===== config.mk =====
export PLATFORM = sky130hd
export DESIGN_NAME = multibank_arb_ctrl
export DESIGN_NICKNAME = d
export VERILOG_FILES = /design/src/rtl/multibank_pkg.sv /design/src/rtl/bank_rr_arbiter.sv /design/src/rtl/multibank_arb_ctrl.sv
export SDC_FILE = /design/constraint.sdc
export NUM_CORES = 1
export LEC_CHECK = 0
export CORE_ASPECT_RATIO = 1.4
export CORE_UTILIZATION = 65
export CTS_CLUSTER_SIZE = 16
export DETAILED_ROUTE_END_ITERATION = 6
export GPL_TIMING_DRIVEN = 0
export HOLD_SLACK_MARGIN = 0.03
export PLACE_DENSITY = 0.84
export RECOVER_POWER = 100
export SLEW_MARGIN = 20
export SYNTH_ARGS = -nofsm -noshare
export SYNTH_HDL_FRONTEND = slang
export SYNTH_SLANG_ARGS = --single-unit

===== constraint.sdc =====
create_clock -name i_clk -period 4.9 [get_ports i_clk]
set_input_delay 0.49 -clock i_clk [delete_from_list [all_inputs] [get_ports i_clk]]
set_output_delay 0.49 -clock i_clk [all_outputs]
set_load 0.02 [all_outputs]

===== src/rtl/multibank_pkg.sv =====
// Shared types and SECDED helpers for the banked two-port memory controller.
// ECC helpers are used only when MULTIBANK_ECC_EN is defined.
package multibank_pkg;

  typedef enum logic {PORT_A = 1'b0, PORT_B = 1'b1} port_e;

  localparam int MAX_DW  = 64;
  localparam int MAX_ECC = 8;
  localparam int MAX_POS = 128;
  localparam int DW_IW   = $clog2(MAX_DW);
  localparam int ECC_IW  = $clog2(MAX_ECC);

  // Hamming check bits plus one overall parity bit
  function automatic int ecc_bits(input int dw);
    int r;
    r = 0;
    for (int k = MAX_ECC - 1; k >= 1; k--)
      if ((1 << k) >= dw + k + 1) r = k;
    return r + 1;
  endfunction

  function automatic logic [MAX_ECC-1:0] secded_encode(input logic [MAX_DW-1:0] data,
                                                       input int dw);
    logic [MAX_ECC-1:0] chk;
    logic               par;
    int                 r;
    int                 di;
    r   = ecc_bits(dw) - 1;
    chk = '0;
    di  = 0;
    // data bits occupy the non-power-of-two codeword positions
    for (int pos = 1; pos < MAX_POS; pos++) begin
      if (di < dw && (pos & (pos - 1)) != 0) begin
        for (int j = 0; j < MAX_ECC - 1; j++)
          if (j < r && ((pos >> j) & 1) == 1)
            chk[ECC_IW'(j)] = chk[ECC_IW'(j)] ^ data[DW_IW'(di)];
        di++;
      end
    end
    par = 1'b0;
    for (int i = 0; i < MAX_DW; i++)
      if (i < dw) par = par ^ data[DW_IW'(i)];
    for (int j = 0; j < MAX_ECC - 1; j++)
      if (j < r) par = par ^ chk[ECC_IW'(j)];
    chk[ECC_IW'(r)] = par;
    return chk;
  endfunction

  // syn[r-1:0] = error position, syn[r] = overall parity mismatch
  function automatic logic [MAX_ECC-1:0] secded_syndrome(input logic [MAX_DW-1:0]  data,
                                                         input logic [MAX_ECC-1:0] chk,
                                                         input int dw);
    logic [MAX_ECC-1:0] calc;
    logic [MAX_ECC-1:0] syn;
    logic               par;
    int                 r;
    r    = ecc_bits(dw) - 1;
    calc = secded_encode(data, dw);
    syn  = '0;
    par  = 1'b0;
    for (int i = 0; i < MAX_DW; i++)
      if (i < dw) par = par ^ data[DW_IW'(i)];
    for (int j = 0; j < MAX_ECC; j++) begin
      if (j <= r) par = par ^ chk[ECC_IW'(j)];
      if (j < r) syn[ECC_IW'(j)] = calc[ECC_IW'(j)] ^ chk[ECC_IW'(j)];
    end
    syn[ECC_IW'(r)] = par;
    return syn;
  endfunction

  function automatic logic [MAX_DW-1:0] secded_correct(input logic [MAX_DW-1:0]  data,
                                                       input logic [MAX_ECC-1:0] syn,
                                                       input int dw);
    logic [MAX_DW-1:0] fixed;
    int                r;
    int                sv;
    int                di;
    r     = ecc_bits(dw) - 1;
    fixed = data;
    sv    = 0;
    di    = 0;
    for (int j = 0; j < MAX_ECC - 1; j++)
      if (j < r && syn[ECC_IW'(j)]) sv = sv | (1 << j);
    if (syn[ECC_IW'(r)]) begin
      for (int pos = 1; pos < MAX_POS; pos++) begin
        if (di < dw && (pos & (pos - 1)) != 0) begin
          if (pos == sv) fixed[DW_IW'(di)] = ~fixed[DW_IW'(di)];
          di++;
        end
      end
    end
    return fixed;
  endfunction

endpackage


===== src/rtl/bank_rr_arbiter.sv =====
// Two-requester round-robin arbiter for single-access banks; the priority
// pointer moves to the losing port whenever a same-bank collision occurs.
module bank_rr_arbiter
  import multibank_pkg::*;
#(
  parameter int BANK_W = 2
) (
  input  logic              clk,
  input  logic              rst_n,
  input  logic              vala,
  input  logic              valb,
  input  logic [BANK_W-1:0] banka,
  input  logic [BANK_W-1:0] bankb,
  output logic              readya,
  output logic              readyb,
  output logic              conflict
);

  port_e ptr_reg;
  port_e ptr_next;

  always_ff @(posedge clk or negedge rst_n) begin
    if (!rst_n) ptr_reg <= PORT_A;
    else        ptr_reg <= ptr_next;
  end

  always_comb begin
    ptr_next = ptr_reg;
    readya   = 1'b1;
    readyb   = 1'b1;
    conflict = vala & valb & (banka == bankb);
    if (conflict) begin
      if (ptr_reg == PORT_A) begin
        readyb   = 1'b0;
        ptr_next = PORT_B;
      end else begin
        readya   = 1'b0;
        ptr_next = PORT_A;
      end
    end
  end

endmodule


===== src/rtl/multibank_arb_ctrl.sv =====
// Two-port banked memory controller: round-robin on bank collisions, fixed
// latency read pipelines per port. MULTIBANK_ECC_EN adds SECDED storage.
module multibank_arb_ctrl
  import multibank_pkg::*;
#(
  parameter int  DATA_WIDTH   = 8,
  parameter int  N_BANKS      = 4,
  parameter int  BANK_DEPTH   = 8,
  parameter int  READ_LATENCY = 3,
  localparam int ADDR_W       = $clog2(N_BANKS * BANK_DEPTH)
) (
  input  logic                  i_clk,
  input  logic                  i_rst_n,
  input  logic                  i_vala,
  input  logic                  i_valb,
  input  logic                  i_wea,
  input  logic                  i_web,
  input  logic [ADDR_W-1:0]     i_addra,
  input  logic [ADDR_W-1:0]     i_addrb,
  input  logic [DATA_WIDTH-1:0] i_dina,
  input  logic [DATA_WIDTH-1:0] i_dinb,
  output logic                  o_readya,
  output logic                  o_readyb,
  output logic [DATA_WIDTH-1:0] o_douta,
  output logic [DATA_WIDTH-1:0] o_doutb,
  output logic                  o_rvala,
  output logic                  o_rvalb,
`ifdef MULTIBANK_ECC_EN
  output logic                  o_ecc_corra,
  output logic                  o_ecc_corrb,
  output logic                  o_ecc_uncorra,
  output logic                  o_ecc_uncorrb,
`endif
  output logic                  o_conflict
);

  localparam int BANK_W = $clog2(N_BANKS);
  localparam int WORD_W = ADDR_W - BANK_W;
`ifdef MULTIBANK_ECC_EN
  localparam int ECC_BITS = ecc_bits(DATA_WIDTH);
  localparam int MEM_W    = DATA_WIDTH + ECC_BITS;
`else
  localparam int MEM_W    = DATA_WIDTH;
`endif
  localparam int PIPE_W = READ_LATENCY * MEM_W;

  // Requests are ignored until the first edge after reset release
  logic run_reg;
  always_ff @(posedge i_clk or negedge i_rst_n) begin
    if (!i_rst_n) run_reg <= 1'b0;
    else          run_reg <= 1'b1;
  end

  logic [BANK_W-1:0] bank_a, bank_b;
  logic [WORD_W-1:0] word_a, word_b;
  assign bank_a = i_addra[ADDR_W-1 -: BANK_W];
  assign bank_b = i_addrb[ADDR_W-1 -: BANK_W];
  assign word_a = i_addra[WORD_W-1:0];
  assign word_b = i_addrb[WORD_W-1:0];

  logic arb_ready_a, arb_ready_b;
  bank_rr_arbiter #(.BANK_W(BANK_W)) u_arb (
    .clk      (i_clk),
    .rst_n    (i_rst_n),
    .vala     (i_vala & run_reg),
    .valb     (i_valb & run_reg),
    .banka    (bank_a),
    .bankb    (bank_b),
    .readya   (arb_ready_a),
    .readyb   (arb_ready_b),
    .conflict (o_conflict)
  );

  assign o_readya = arb_ready_a & run_reg;
  assign o_readyb = arb_ready_b & run_reg;

  logic acc_a, acc_b;
  assign acc_a = i_vala & o_readya;
  assign acc_b = i_valb & o_readyb;

  logic [MEM_W-1:0] wdata_a, wdata_b;
`ifdef MULTIBANK_ECC_EN
  logic [MAX_ECC-1:0] chk_a, chk_b;
  assign chk_a   = secded_encode(MAX_DW'(i_dina), DATA_WIDTH);
  assign chk_b   = secded_encode(MAX_DW'(i_dinb), DATA_WIDTH);
  assign wdata_a = {chk_a[ECC_BITS-1:0], i_dina};
  assign wdata_b = {chk_b[ECC_BITS-1:0], i_dinb};
`else
  assign wdata_a = i_dina;
  assign wdata_b = i_dinb;
`endif

  logic [MEM_W-1:0] bank_rd_a [N_BANKS];
  logic [MEM_W-1:0] bank_rd_b [N_BANKS];

  genvar gi;
  generate
    for (gi = 0; gi < N_BANKS; gi++) begin : g_bank
      logic [MEM_W-1:0]  mem_reg [BANK_DEPTH];
      logic              we;
      logic [WORD_W-1:0] waddr;
      logic [MEM_W-1:0]  wdata;

      // The arbiter guarantees at most one accepted port per bank
      always_comb begin
        we    = 1'b0;
        waddr = word_a;
        wdata = wdata_a;
        if (acc_a && i_wea && bank_a == BANK_W'(gi)) begin
          we = 1'b1;
        end else if (acc_b && i_web && bank_b == BANK_W'(gi)) begin
          we    = 1'b1;
          waddr = word_b;
          wdata = wdata_b;
        end
      end

      always_ff @(posedge i_clk) begin
        if (we) mem_reg[waddr] <= wdata;
      end

      assign bank_rd_a[gi] = mem_reg[word_a];
      assign bank_rd_b[gi] = mem_reg[word_b];
    end
  endgenerate

  logic                  port_acc_rd [2];
  logic [MEM_W-1:0]      port_rd     [2];
  logic [DATA_WIDTH-1:0] port_dout   [2];
  logic                  port_rval   [2];
  assign port_acc_rd[0] = acc_a & ~i_wea;
  assign port_acc_rd[1] = acc_b & ~i_web;
  assign port_rd[0]     = bank_rd_a[bank_a];
  assign port_rd[1]     = bank_rd_b[bank_b];

`ifdef MULTIBANK_ECC_EN
  logic port_corr   [2];
  logic port_uncorr [2];
`endif

  generate
    for (gi = 0; gi < 2; gi++) begin : g_port
      logic [READ_LATENCY-1:0]            vld_reg;
      logic [READ_LATENCY-1:0][MEM_W-1:0] dat_reg;
      logic [MEM_W-1:0]                   last_word;
      logic [DATA_WIDTH-1:0]              rd_word;
      logic [DATA_WIDTH-1:0]              dout_reg;
      logic                               rval_reg;

      assign last_word = dat_reg[READ_LATENCY-1];

`ifdef MULTIBANK_ECC_EN
      logic [MAX_ECC-1:0] syn;
      logic [MAX_DW-1:0]  fixed;
      logic               err_single, err_double;
      logic               corr_reg, uncorr_reg;

      always_comb begin
        syn   = secded_syndrome(MAX_DW'(last_word[DATA_WIDTH-1:0]),
                                MAX_ECC'(last_word[MEM_W-1:DATA_WIDTH]), DATA_WIDTH);
        fixed = secded_correct(MAX_DW'(last_word[DATA_WIDTH-1:0]), syn, DATA_WIDTH);
      end
      assign err_single = syn[ECC_BITS-1];
      assign err_double = ~syn[ECC_BITS-1] & (syn[ECC_BITS-2:0] != '0);
      assign rd_word    = fixed[DATA_WIDTH-1:0];

      always_ff @(posedge i_clk or negedge i_rst_n) begin
        if (!i_rst_n) begin
          corr_reg   <= 1'b0;
          uncorr_reg <= 1'b0;
        end else begin
          corr_reg   <= vld_reg[READ_LATENCY-1] & err_single;
          uncorr_reg <= vld_reg[READ_LATENCY-1] & err_double;
        end
      end
      assign port_corr[gi]   = corr_reg;
      assign port_uncorr[gi] = uncorr_reg;
`else
      assign rd_word = last_word;
`endif

      // Stage 0 captures the bank word at the accepting edge
      always_ff @(posedge i_clk or negedge i_rst_n) begin
        if (!i_rst_n) begin
          vld_reg  <= '0;
          dat_reg  <= '0;
          rval_reg <= 1'b0;
          dout_reg <= '0;
        end else begin
          vld_reg  <= READ_LATENCY'({vld_reg, port_acc_rd[gi]});
          dat_reg  <= PIPE_W'({dat_reg, port_rd[gi]});
          rval_reg <= vld_reg[READ_LATENCY-1];
          if (vld_reg[READ_LATENCY-1]) dout_reg <= rd_word;
        end
      end

      assign port_dout[gi] = dout_reg;
      assign port_rval[gi] = rval_reg;
    end
  endgenerate

  assign o_douta = port_dout[0];
  assign o_doutb = port_dout[1];
  assign o_rvala = port_rval[0];
  assign o_rvalb = port_rval[1];
`ifdef MULTIBANK_ECC_EN
  assign o_ecc_corra   = port_corr[0];
  assign o_ecc_corrb   = port_corr[1];
  assign o_ecc_uncorra = port_uncorr[0];
  assign o_ecc_uncorrb = port_uncorr[1];
`endif

endmodule


==> metrics.txt, run 1 <==
vias in the first global route=10622; # port buffers=49; setup TNS=0 ps; synth warn=0; DR iter-0 viols=1701; CP max-delay cell=o22ai_1; critical setup path kind=input pin to register; worst path bufs/invs=2; CTS tree=done; Routability Congestion=1.02; ANT nets after route=0; Post-CTS Resized=0; Die X=131 um; DR vias/cell=7.36; Cell Area, Synth=0.0152 sq mm; Seq cells post-synth=330; initial antenna violation count=0; Power Dens Cells=372 mW/mm^2; global-route usage over all layers=43.6%; Power, Total=0.00635 W; failing checks=design-rule violations; filler instances=1408; final worst path period share=75.8%; Die H=183 um; DIE AREA=0.0240 sq mm; largest net degree at the start of global routing=59; Leakage=6.38 nW; Core ar.=0.0227 sq mm; minimum clock period=3710 ps; clock-pin slew on the worst setup and hold paths=60 ps; max incr delay on CP=1010 ps; Worst setup EP type=register; Worst Path Arrival=3900 ps; Avg Synthesized Cell Area=14.9 sq um; # H-tree levels=1; Slew headroom=16.1%; final wirelength=51200 um; site row count=65; Tightest Pin Transition=1260 ps; post-synth top area share=50.7%; Num CTS Buffers=30; # setup viols final=0; Mapped Cells=1019; busiest layer in global routing=met2; top post-synthesis cells by area=edfxtp_1 51%, mux2i_1 17%, dfrtp_1 12%; fmax=0.269 GHz; M2 GR Usage=69.2%; maximum VDD drop=0.000383 V; IO Count=53; RSZ-0062 raised after global routing=no; Hold/Removal Path Class=register to register; Setup crit start kind=input pin; Area Growth Syn to Fin=12.7%; drc violations=1; Netlist cell types=39; Post-CTS Setup Bufs=0; first-pass GRT wire length=72600 um; initial core utilization=66.9%; Max-cap violations=0; Slew Viols, Final=0; max FFs per register=256; Worst EP required=5090 ps; Overflow after GRT=0; CP max FO=10; final hold violations=0; DRT Pass-1 Iters=7; wire length per cell=35.2 um; CP Cell Sequence=dlygate4sd3_1 -> nor2_1 -> nand3_1 -> clkbuf_1 -> o22ai_1; share of post-route cells with drive strength above 1=10.2%; Synth area leader=edfxtp_1; clock skew=25.2 ps; clock tree buffer depth=3; Detailed Place HPWL=35300 um; Clk Latency, worst-skew pair=590 ps; total number of vias=10698; clk sinks=330; Final Net Count=1160; global routing usage on met3=7.96%; Finished Core Util=75.3%; commonest non-fill, non-tap cells in the layout=256 x mux2i_1, 256 x edfxtp_1, 128 x a22oi_1, 74 x dfrtp_1, 73 x nand3_1; sequential fraction of the synthesis area=62.9%; CP top delay family=simple AND/OR/NAND/NOR gates; Mapped Nets=1051; status=finished, violations left; Root Buffer Master=clkbuf_16; grt met1 use=54.4%
==> report_power, final <==
group / switching (W) / internal [W]
logic: 0.000460 / 0.000243
registers: 0.0000469 / 0.00313
clock network: 0.00106 / 0.00141
==> worst paths after layout <==
check	slack (ps)	cells past startpoint	start	endpoint
worst min-delay path	350	0	g_port[0].dat_reg[15]$_DFF_PN0_	g_port[0].last_word[7]$_DFF_PN0_
max in group asynchronous	3490	3	i_rst_n	o_douta[6]$_DFFE_PN0P_
worst max-delay path	1190	5	i_addrb[3]	g_bank[0].mem_reg[7][2]$_DFFE_PP_
worst max register to register	1830	5	run_reg$_DFF_PN0_	g_bank[3].mem_reg[5][2]$_DFFE_PP_
worst min register to register	350	0	g_port[0].dat_reg[15]$_DFF_PN0_	g_port[0].last_word[7]$_DFF_PN0_
min in group asynchronous	600	2	i_rst_n	g_port[0].last_word[4]$_DFF_PN0_
==> cells by family after synthesis <==
| logic type | count (synthesis) | synth area share [%] |
|---|---|---|
| flip-flops | 330 | 62.9 |
| multiplexers | 304 | 20.7 |
| AO/OA/AOI/OAI | 163 | 8.18 |
| AND/OR/NAND/NOR | 140 | 5.42 |
| buffers and inverters | 78 | 2.67 |
| XOR/XNOR | 3 | 0.173 |
| other | 1 | 0.0247 |
==> timing repair <==
action | in CTS | in global routing
endpoints found under the setup margin | 0 | 0
endpoints found under the hold margin | 16 | 0
hold buffers | 1 | 0
==> metal layers <==
layer	wire, um	share of wire, %	up-vias
li1	-	-	4280
met1	17300	34	5272
met2	23600	46	908
met3	5980	12	238
met4	4270	8.3	0
met5	0	0	-
==> layout make-up <==
cell class,count,area [sq um],area share (%)
inverters,1,3.75,0.0220
clock buffers,39,900,5.26
plain buffers,77,357,2.09
flip-flops and latches,330,9540,55.8
clock inverters,17,174,1.02
well taps,301,377,2.20
repair buffers,77,619,3.62
multi-input cells,611,5120,30.0
diodes,1,2.50,0.0146
==> cell usage after synthesis (all sizes together) <==
cell type and instances:
a22oi 128, and2 5, and2b 2, and3 1
buf 46, clkbuf 31, conb 1, dfrtp 74
edfxtp 256, inv 1, mux2 48, mux2i 256
nand2 15, nand2b 3, nand3 73, nand4 18
nand4b 1, nor2 8, nor2b 10, nor3b 2
o2111ai 2, o21a 1, o22ai 10, o32ai 22
or2 1, or3 1, xnor2 2, xor2 1
==> stage by stage <==
step / std cells / area, sq um / setup slack, ps / hold WS (ps)
global placement: 1369 / 16000 / 854 / 331
global route: 1453 / 17100 / 1220 / 353
finish: 1454 / 17100 / 1190 / 348
CTS: 1452 / 17500 / 1460 / 311
floorplan: 1019 / 15200 / 2470 / 194
detailed placement: 1395 / 16400 / 898 / 335
No activity file was read; power rests on OpenSTA's default activity.
==> inputs of run 2 (changes only) <==
- CORE_UTILIZATION: 65 -> 61
- PLACE_DENSITY: 0.84 -> 0.8
- clock period: 4.9 -> 3.5 ns (I/O delays scaled with it)
==> run 2 against run 1 <==
  * The run now ends clean
  * Critical path depth unchanged
  * Worst setup slack lost 1100 ps
  * First-iteration DRC count decreased by 24%
  * Final cell count up 0.28%
  * Non-clock buffer count shrank 3
  * Core utilization decreased by 5.0 points
  * Die area is 6.5% higher
  * Final area fell by 0.61%
  * Critical path type unchanged
  * Largest cell class unchanged
==> metrics.txt, run 2 (synthesized netlist as in run 1, its figures left out) <==
status=finished clean; commonest non-fill, non-tap cells in the layout=256 x mux2i_1, 256 x edfxtp_1, 128 x a22oi_1, 74 x dfrtp_1, 73 x nand3_1; site row count=67; max FFs per register=256; CP max FO=10; Overflow after GRT=0; final hold violations=0; total number of vias=10518; Routability Congestion=1.03; first-pass GRT wire length=71400 um; post-route cell area=0.0170 sq mm; Tightest Pin Transition=1360 ps; Area after DPL=0.0164 sq mm; # diodes=0; Die X=135 um; critical setup path kind=input pin to register; Worst EP required=3690 ps; Max-cap violations=0; initial antenna violation count=0; DRT Pass-1 Iters=5; DR vias/cell=7.21; DIE AREA=0.0255 sq mm; Core ar.=0.0241 sq mm; Non-Filler Instances=1458; initial core utilization=62.8%; global-route usage over all layers=40.8%; Worst Path Arrival=3570 ps; vias in the first global route=10496; Die H=189 um; Detailed Place HPWL=35000 um; DR iter-0 viols=1291; final wirelength=50500 um; clock tree buffer depth=3; IO Count=53; ANT nets after route=0; # H-tree levels=1; Root Buffer Master=clkbuf_16; final worst path period share=96.6%; largest net degree at the start of global routing=60; Num CTS Buffers=30; placed cells=1402; RSZ-0062 raised after global routing=no; Power Dens Cells=510 mW/mm^2; Post-CTS Setup Bufs=0; Leakage=6.33 nW; wire length per cell=34.6 um; clock-pin slew on the worst setup and hold paths=70 ps; # setup viols final=0; Worst setup EP type=register; maximum VDD drop=0.000485 V; minimum clock period=3380 ps; clock skew=20.8 ps; fmax=0.296 GHz; Slew headroom=9.60%; Area Growth Syn to Fin=12.0%; # port buffers=49; FF+latch area=0.00954 sq mm; Slew Viols, Final=0; area of the multi-input gates=0.00514 sq mm; Clk Latency, worst-skew pair=580 ps; clk sinks=330; share of post-route cells with drive strength above 1=10.1%; setup TNS=0 ps; CTS tree=done; Hold/Removal Path Class=register to register; Setup crit start kind=input pin; drc violations=0; Final Net Count=1157; filler instances=1696
[run 2: critical path: stages]
cell and delay [ps]:
dlygate4sd3_1 670, nor2_2 550, nand3_1 600, clkbuf_1 420, o22ai_1 970
[run 2: path summary, 6_finish.rpt]
kind	from	to	slack, ps	depth (start not counted)
worst max-delay path	i_addrb[4]	g_bank[0].mem_reg[5][6]$_DFFE_PP_	120	5
worst min-delay path	g_port[1].dat_reg[7]$_DFF_PN0_	g_port[1].dat_reg[15]$_DFF_PN0_	350	0
worst max register to register	run_reg$_DFF_PN0_	g_bank[1].mem_reg[7][3]$_DFFE_PP_	440	5
worst min register to register	g_port[1].dat_reg[7]$_DFF_PN0_	g_port[1].dat_reg[15]$_DFF_PN0_	350	0
max in group asynchronous	i_rst_n	g_port[0].dat_reg[6]$_DFF_PN0_	1310	3
min in group asynchronous	i_rst_n	g_port[0].dat_reg[4]$_DFF_PN0_	360	2
[run 2: what timing repair did]
action,in CTS,in global routing
gates resized for setup,0,0
hold buffers,1,0
hold endpoints to repair,74,0
[run 2: report_power, final]
part	internal (W)	switching, W	leakage (nW)
registers	0.00438	0.0000605	3.19
logic	0.000337	0.000637	2.65
clock network	0.00179	0.00147	0.486
[run 2: routing by layer]
metal	routed length, um	up-vias	track usage (%)	share of wire [%]
li1	-	4269	-	-
met1	16800	5172	50.0	33
met2	23200	854	63.3	46
met3	6030	223	9.36	12
met4	4460	0	29.8	8.8
met5	0	-	0	0
[run 2: cell type report]
type / count / area share (%)
inverter: 1 / 0.0221
buffer: 77 / 2.10
clock inverter: 16 / 0.751
clock buffer: 39 / 4.98
timing repair buffer: 74 / 3.45
multi-input combinational: 611 / 30.3
sequential: 330 / 56.2
tap: 310 / 2.28
[run 2: through the flow]
| stage | power, W | utilization (%) | setup WS [ps] | hold WS [ps] |
|---|---|---|---|---|
| 2_1_floorplan | 0.00505 | - | 1210 | 54.4 |
| 3_3_place_gp | 0.00548 | 66.5 | -373 | 331 |
| 3_5_place_dp | 0.00552 | 68.1 | -220 | 227 |
| 4_1_cts | 0.00869 | 72.2 | 271 | 165 |
| 5_1_grt | 0.00886 | 70.4 | 134 | 353 |
| 6_report | 0.00867 | 70.4 | 117 | 345 |
==> inputs of run 3 (changes only) <==
- CORE_ASPECT_RATIO: 1.4 -> unset
- CORE_UTILIZATION: 61 -> 40
- PLACE_DENSITY: 0.8 -> unset
- clock period: 3.5 -> 4.3 ns (I/O delays scaled with it)
==> run 3 against run 2 <==
  * The run now ends with max-capacitance violations, max-slew violations left
  * Worst setup slack better by 280 ps
  * Critical path depth increased by 2
  * Sequential share of layout area shrank 1.5 points
  * Count of clock-buffer cells in the layout increased by 4
  * Highest routed layer unchanged
  * Register-to-register slack improved by 640 ps
  * Clock power down 6%
  * Via count is 2.1% lower
==> metrics.txt, run 3 (synthesized netlist as in run 1, its figures left out) <==
CP max-delay cell=clkbuf_1; commonest non-fill, non-tap cells in the layout=256 x mux2i_1, 256 x edfxtp_1, 128 x a22oi_1, 74 x dfrtp_1, 73 x nand3_1; first-pass GRT wire length=73400 um; sw frac=25.2%; DRT Pass-1 Iters=6; minimum clock period=3900 ps; share of post-route cells with drive strength above 1=10.9%; Worst setup EP type=register; total number of vias=10299; critical setup path kind=input pin to register; initial core utilization=41.0%; reg-to-reg slack, setup=1080 ps; vias in the first global route=10002; max incr delay on CP=860 ps; fmax=0.256 GHz; Final Net Count=1165; Worst R2R Start=u_arb.ptr_reg$_DFFE_PN0N_; crit path from=i_addrb[1]; Clock Power Share=40.9%; # H-tree levels=2; # setup viols final=0; Post-CTS Setup Bufs=0; final hold violations=0; CP top delay family=buffers and inverters; Logic pwr share=10.8%; CTS tree=done; final setup margin=398 ps; Overflow after GRT=0; pre-CTS setup slack=425 ps; failing checks=max-capacitance violations, max-slew violations; DIE AREA=0.0387 sq mm; drc violations=0; Detailed Place HPWL=37000 um; CP max FO=10; clock skew=23.4 ps; clock tree buffer depth=3; Finished Core Util=47.2%; Area Growth Syn to Fin=15.0%; CP Capture Point=g_bank[2].mem_reg[3][1]$_DFFE_PP_; RSZ-0062 raised after global routing=no; Root Buffer Master=clkbuf_16; maximum VDD drop=0.000380 V; DR iter-0 viols=1294; Leakage=6.45 nW; wire length per cell=32.0 um; Power Dens Cells=429 mW/mm^2; Stages on worst setup path=7; Worst Path Arrival=4090 ps; Sw Pwr=0.00189 W; clk sinks=330; FF-to-FF path depth=5; IO Count=53; Worst R2R End=g_bank[2].mem_reg[2][1]$_DFFE_PP_; global-route usage over all layers=27.5%; DR vias/cell=6.18; largest net degree at the start of global routing=55; Reg power frac=48.3%; status=finished, violations left; max FFs per register=256; Worst EP required=4490 ps; final wirelength=53300 um; Die H=197 um; Setup crit start kind=input pin; Max-cap violations=1; cell-internal power=0.00559 W; Num CTS Buffers=38; Core ar.=0.0370 sq mm; initial antenna violation count=2; clock-pin slew on the worst setup and hold paths=60 ps; # diodes=0; setup TNS=0 ps; Routability Congestion=0.971; # port buffers=49; Slew headroom=-0.194%; Slew Viols, Final=1; CP Cell Sequence=dlygate4sd3_1 -> nor2b_1 -> clkbuf_1 -> clkbuf_1 -> nand2_1 -> o32ai_1 -> clkbuf_1; worst path bufs/invs=4; Tightest Pin Transition=1500 ps; Hold/Removal Path Class=register to register; Clk Latency, worst-skew pair=550 ps; Die X=197 um; site row count=70; final worst path period share=90.7%; ANT nets after route=0; critical path's most frequent cell=clkbuf_1
==> run 3: layer usage <==
layer	track usage, %	up-vias	wire (um)	share of wire, %
met5	0	-	0	0
met3	5.95	138	5720	11
met2	40.2	698	22900	43
li1	-	4300	-	-
met4	13.4	0	2660	5.0
met1	38.7	5163	22100	41
==> run 3: layout make-up <==
| cell class | count | area (sq um) |
|---|---|---|
| Tap cell | 504 | 631 |
| Buffer | 77 | 357 |
| Clock inverter | 27 | 184 |
| Clock buffer | 43 | 1000 |
| Multi-Input combinational cell | 611 | 5120 |
| Timing Repair Buffer | 74 | 608 |
| Inverter | 1 | 3.75 |
| Fill cell | 3352 | 19500 |
| Sequential cell | 330 | 9540 |
==> run 3: worst min-delay path by stage <==
| stage | startpoint | endpoint | slack (ps) | cells past startpoint |
|---|---|---|---|---|
| 4_1_cts | i_rst_n | g_port[1].dat_reg[1]$_DFF_PN0_ | 330 | 2 |
| 3_5_place_dp | i_rst_n | g_port[1].last_word[4]$_DFF_PN0_ | 330 | 1 |
| 6_report | g_port[1].dat_reg[9]$_DFF_PN0_ | g_port[1].last_word[1]$_DFF_PN0_ | 340 | 0 |
| 3_3_place_gp | g_port[0].dat_reg[10]$_DFF_PN0_ | g_port[0].last_word[2]$_DFF_PN0_ | 330 | 0 |
| 2_1_floorplan | i_rst_n | g_port[0].dat_reg[0]$_DFF_PN0_ | 130 | 0 |
| 5_1_grt | g_port[1].dat_reg[0]$_DFF_PN0_ | g_port[1].dat_reg[8]$_DFF_PN0_ | 350 | 0 |
==> run 3: worst register-to-register path: cells and delay by family, from the launching register on <==
family                 cells  cell delay (ps)
AOI/OAI and AO/OA          1              800
DFF                        1              400
buffers and inverters      2              790
and+or+nand+nor            2              890
==> run 3: timing repair <==
action / 4_1_cts / 5_1_grt
endpoints found under the hold margin: 20 / 0
gates resized for setup: 0 / 0
hold buffers: 1 / 0
endpoints found under the setup margin: 0 / 0
==> run 3: per-stage QoR <==
| stage | cell area [sq um] | std cells | power [W] | hold slack [ps] |
|---|---|---|---|---|
| 6_report | 17400 | 1667 | 0.00748 | 343 |
| 5_1_grt | 17400 | 1667 | 0.00767 | 350 |
| 4_1_cts | 17900 | 1666 | 0.00754 | 326 |
| 3_5_place_dp | 16700 | 1595 | 0.00451 | 331 |
| 3_3_place_gp | 16300 | 1572 | 0.00449 | 332 |
| 2_1_floorplan | 15200 | 1019 | 0.00411 | 134 |
==> run 3: power groups by stage <==
stage	combinational (W)	clock, W	sequential, W
2_1_floorplan	0.000386	0	0.00372
5_1_grt	0.000833	0.00321	0.00362
3_5_place_dp	0.000834	0	0.00368
3_3_place_gp	0.000817	0	0.00367
6_report	0.000810	0.00306	0.00361
4_1_cts	0.000838	0.00309	0.00361
